### src/rtl/mod_updown_counter_pkg.sv
// Shared constants and helpers for the modulo up/down counter.
package mod_updown_counter_pkg;

  localparam logic DIR_UP    = 1'b1;
  localparam logic DIR_DOWN  = 1'b0;
  localparam int   MODE_WRAP = 0;
  localparam int   MODE_SAT  = 1;

  function automatic int clog2(input int v);
    int r;
    r = 0;
    while ((1 << r) < v) r++;
    return r;
  endfunction

endpackage

### src/rtl/mod_updown_counter_tick_prescaler.sv
// Enable-gated prescaler: emits one tick per PRESCALE enabled clocks.
module tick_prescaler
  import mod_updown_counter_pkg::*;
#(
  parameter int PRESCALE = 2
) (
  input  logic clk,
  input  logic rst,
  input  logic en,
  input  logic clr,
  output logic tick
);

  localparam int PW = (clog2(PRESCALE) < 1) ? 1 : clog2(PRESCALE);
  localparam logic [PW-1:0] LAST = PW'(PRESCALE - 1);

  logic [PW-1:0] pre_cnt;

  assign tick = en && (pre_cnt == LAST);

  // en=0 freezes the phase rather than clearing it
  always_ff @(posedge clk or posedge rst) begin
    if (rst)
      pre_cnt <= '0;
    else if (clr)
      pre_cnt <= '0;
    else if (en)
      pre_cnt <= tick ? '0 : pre_cnt + PW'(1);
  end

endmodule

### src/rtl/mod_updown_counter.sv
// Modulo-MODULUS up/down counter with load, prescaler, wrap/saturate and tc pulse.
module mod_updown_counter
  import mod_updown_counter_pkg::*;
#(
  parameter int WIDTH    = 8,
  parameter int MODULUS  = 256,
  parameter int PRESCALE = 1,
  parameter int SATURATE = 0
) (
  input  logic             clk,
  input  logic             rst,
  input  logic             en,
  input  logic             up,
  input  logic             load,
  input  logic [WIDTH-1:0] load_val,
  output logic [WIDTH-1:0] q,
  output logic             tc,
  output logic             at_max,
  output logic             at_min
);

  localparam logic [WIDTH-1:0] MAXV = WIDTH'(MODULUS - 1);

  if (MODULUS < 2 || longint'(MODULUS) > (longint'(1) << WIDTH)) begin : g_bad_modulus
    $error("mod_updown_counter: MODULUS %0d outside 2..2**%0d", MODULUS, WIDTH);
  end
  if (PRESCALE < 1) begin : g_bad_prescale
    $error("mod_updown_counter: PRESCALE %0d must be >= 1", PRESCALE);
  end
  if (SATURATE != MODE_WRAP && SATURATE != MODE_SAT) begin : g_bad_mode
    $error("mod_updown_counter: SATURATE %0d must be 0 or 1", SATURATE);
  end

  logic             tick;
  logic [WIDTH-1:0] q_nxt;
  logic             tc_nxt;

  if (PRESCALE > 1) begin : g_pre
    tick_prescaler #(.PRESCALE(PRESCALE)) u_pre (
      .clk  (clk),
      .rst  (rst),
      .en   (en),
      .clr  (load),
      .tick (tick)
    );
  end else begin : g_nopre
    assign tick = en;
  end

  assign at_max = (q == MAXV);
  assign at_min = (q == '0);

  // Load wins over a coincident tick; values beyond the range clamp to the top
  always_comb begin
    q_nxt  = q;
    tc_nxt = 1'b0;
    if (load) begin
      q_nxt = (load_val > MAXV) ? MAXV : load_val;
    end else if (tick) begin
      if (up == DIR_UP) begin
        if (at_max) begin
          tc_nxt = 1'b1;
          q_nxt  = (SATURATE == MODE_SAT) ? q : '0;
        end else begin
          q_nxt = q + WIDTH'(1);
        end
      end else begin
        if (at_min) begin
          tc_nxt = 1'b1;
          q_nxt  = (SATURATE == MODE_SAT) ? q : MAXV;
        end else begin
          q_nxt = q - WIDTH'(1);
        end
      end
    end
  end

  always_ff @(posedge clk or posedge rst) begin
    if (rst) begin
      q  <= '0;
      tc <= 1'b0;
    end else begin
      q  <= q_nxt;
      tc <= tc_nxt;
    end
  end

endmodule

### config.mk
export PLATFORM = sky130hd
export DESIGN_NAME = mod_updown_counter
export DESIGN_NICKNAME = d
export VERILOG_FILES = /design/src/rtl/mod_updown_counter_pkg.sv /design/src/rtl/mod_updown_counter_tick_prescaler.sv /design/src/rtl/mod_updown_counter.sv
export SDC_FILE = /design/constraint.sdc
export NUM_CORES = 1
export LEC_CHECK = 0
export ABC_AREA = 0
export CAP_MARGIN = 20
export CORE_MARGIN = 8
export CORE_UTILIZATION = 47
export CTS_BUF_LIST = sky130_fd_sc_hd__clkbuf_16
export DETAILED_ROUTE_END_ITERATION = 12
export GPL_ROUTABILITY_DRIVEN = 0
export HOLD_SLACK_MARGIN = 0.15
export PLACE_DENSITY = 0.8
export SETUP_SLACK_MARGIN = 0.15
export SYNTH_ARGS = -nofsm -noshare
export SYNTH_HDL_FRONTEND = slang
export SYNTH_SLANG_ARGS = --single-unit
### constraint.sdc
create_clock -name clk -period 2.75 [get_ports clk]
set_clock_uncertainty 0.15 [all_clocks]
set_input_delay 0.275 -clock clk [delete_from_list [all_inputs] [get_ports clk]]
set_output_delay 0.275 -clock clk [all_outputs]
set_load 0.02 [all_outputs]
==> impl_metrics.toml <==
[yosys]
async_flop_share_pct = 100.0
synth-simple-area-share_pct = 27.22
ys_warn_count = 0
avgSynthCellArea_sq_um = 7.766
synthMuxAreaShare_pct = 1.111
yosysUniqueCellTypes = 42
synth_compound_area_share_pct = 28.06
synthAdderAreaFrac_pct = 4.167
syn_area_sq_um = 900.9
syn_inst = 116
syn-num-nets = 132
synth_top_area_share_pct = 25.00
synthTopCellsByArea = "dfrtp_1, a21oi_1, nor2_1"
synth_seq_cells = 9
synthFlopType = "dfrtp_1"
synth_edf_count = 0
synth_xor_area_share_pct = 3.889
ys_seq_area_share_pct = 25.00
synth_top_family_by_area = "compound AO/OA/AOI/OAI gates"
yosysTopAreaCell = "dfrtp_1"

[clock_tree]
root_buffer = "clkbuf_16"
cts_max_level = 1
numCtsBuffers = 3
cts_hold_buffers = 0
clock_sinks = 9
tritoncts = "built"
clk_pin_slew_ps = 40
insertion_delay_ps = 240
clockBufferDepth = 2

[critical_path]
r2r_slack_ps = 730
start_kind = "flop"
cp-end-kind = "output port"
path_max_fanout = 3
r2r-start = "q[1]"
crit_type = "reg2out"
cp.arrival_ps = 1970
crit_path_start = "q[1]"
worstPathRequired_ps = 2330

[routing]
avgRoutedWirePerCell_microns = 16.90
routed_via_density = 5.750
drtIter0Drc = 51
drc = 0
antenna_left = 0
firstDrtPassIters = 5
vias = 966
drt_wl_total_mm = 2.840

[grt]
grt_pass1_vias = 948
overflow = 0
grt.total_usage_pct = 16.50
antenna_found_initial = 0
grt_pass1_wl_mm = 4.478
grt_max_degree = 16

[die]
die-area_sq_mm = 0.003574
die_h_microns = 59.78
initial_core_util_pct = 47.87
io_pins = 24
fp-row-count = 16
die_w_microns = 59.78
core_sq_mm = 0.001882

[sta]
tightest_slew_ps = 535.0
fin_crit_sh_pct = 87.15
hold_viol = 0
final_max_slew_viol_count = 0
setup_viol = 0
slew_headroom_pct = 64.22
rsz0062_at_grt = "no"
fmax_mhz = 417.3
fin_crit_ps = 2397
fin_setup_tns_ps = 0

[placed_design]
port-buffer-count = 23
place_hpwl_mm = 1.988
dpl_cell_area_sq_mm = 0.001149

[power]
ir_worst_vdd_uv = 334.1
powerDensity_mw_per_mm2 = 548.9
leakage_uw = 0.0005097

[layout]
drive_gt1_share_pct = 11.35
nets = 158
antenna_cells = 0
area_growth_pct = 36.11
fin_area_sq_mm = 0.001226

[hold_path]
hp-class = "in2async"

[status]
outcome = "finished, final reports clean"

[flow_run]
maxCapViolCount = 0
-- path summary, 6_finish.rpt --
kind                       endpoint  depth (start not counted)
hold reg to reg                  tc                          2
setup / recovery             at_min                          5
hold / removal                 q[0]                          2
max in group asynchronous      q[2]                          2
setup reg to reg               q[5]                          6
min in group clk               q[1]                          3
-- cell usage after synthesis, types with 3 or more instances --
library cell and instances:
nor3_1 5, nand3_1 3, buf_6 3, inv_1 5, or4_1 3, nor3b_1 3, a31oi_1 3, dfrtp_1 9
o21ai_0 4, ha_1 3, nand2_1 10, o31ai_1 4, nor2_1 12, a21oi_1 9
-- state kept, by name, indices dropped and copies added (netlist names) --
register	cells
q	8
tc	1
-- placed cells by master, fill, tap and decap left out, types with 2 or more instances in the layout --
cell and n:
clkbuf_16 3, xnor2_1 2, a221oi_1 2, o31ai_1 4, a21o_1 2, o221ai_1 2, o21a_1 2, nand3_1 3
and3_1 2, inv_1 6, nor3b_1 3, clkdlybuf4s50_1 22, nand2_1 10, dfrtp_1 9, a31oi_1 3, or4_1 3
xor2_1 2, o21bai_1 2, nor2_1 12, o21ai_0 4, a21oi_1 9, a211o_1 2, ha_1 3, nand2b_1 2
nor3_1 5, buf_4 8
-- layout make-up --
cell class	count	area, sq um
clock inverter	1	3.754
inverter	5	18.77
timing repair buffer	31	289.0
clock buffer	3	75.07
sequential	9	225.2
multi-input combinational	92	580.6
fill	174	655.6
tap	27	33.78
-- where the power goes --
part           leakage [uW]  total (uW)  internal [uW]  switching (uW)
Sequential         0.000109         162            148            14.5
Combinational      0.000358         253            115             137
Clock             0.0000423         258            190            67.8
-- cell families (layout without fill, tap and decap cells) --
kind of cell,Yosys count,count (layout)
muxes,1,1
buffers and inverters,15,40
DFF,9,9
adders and majority gates,3,3
and+or+nand+nor,47,47
AOI/OAI and AO/OA,37,37
xor gates and xnor gates,4,4
-- stage by stage --
step	std cells	power, uW	worst slack [ps]	hold slack, ps	utilization (%)
finish	168	673.1	353.5	163.8	65.16
detailed placement	164	408.1	359.6	428.7	61.04
floorplan	116	319.8	537.8	-47.08	-
CTS	168	672.9	364.4	180.5	65.16
global route	168	706.4	263.3	215.3	65.16
global placement	164	400.3	405.6	420.7	61.04
-- worst max-delay path, stage by stage (launching register included) --
cell           delay, ps
dfrtp_1              370
inv_1                 80
ha_1                 200
or3b_2               510
nor2_1               200
dlygate4sd2_1        360
-- layer usage --
layer	routed length, microns	GRT usage (%)	up-vias
li1	-	-	475
met1	1153	19.07	440
met2	1464	27.38	47
met3	187	3.871	4
met4	34	8.503	0
met5	0	0	-
-- repair_timing --
action,in CTS,in global routing
buffers inserted,0,0
setup endpoints to repair,1,0
gates resized for setup,1,0
(Power assumes the default switching activity.)
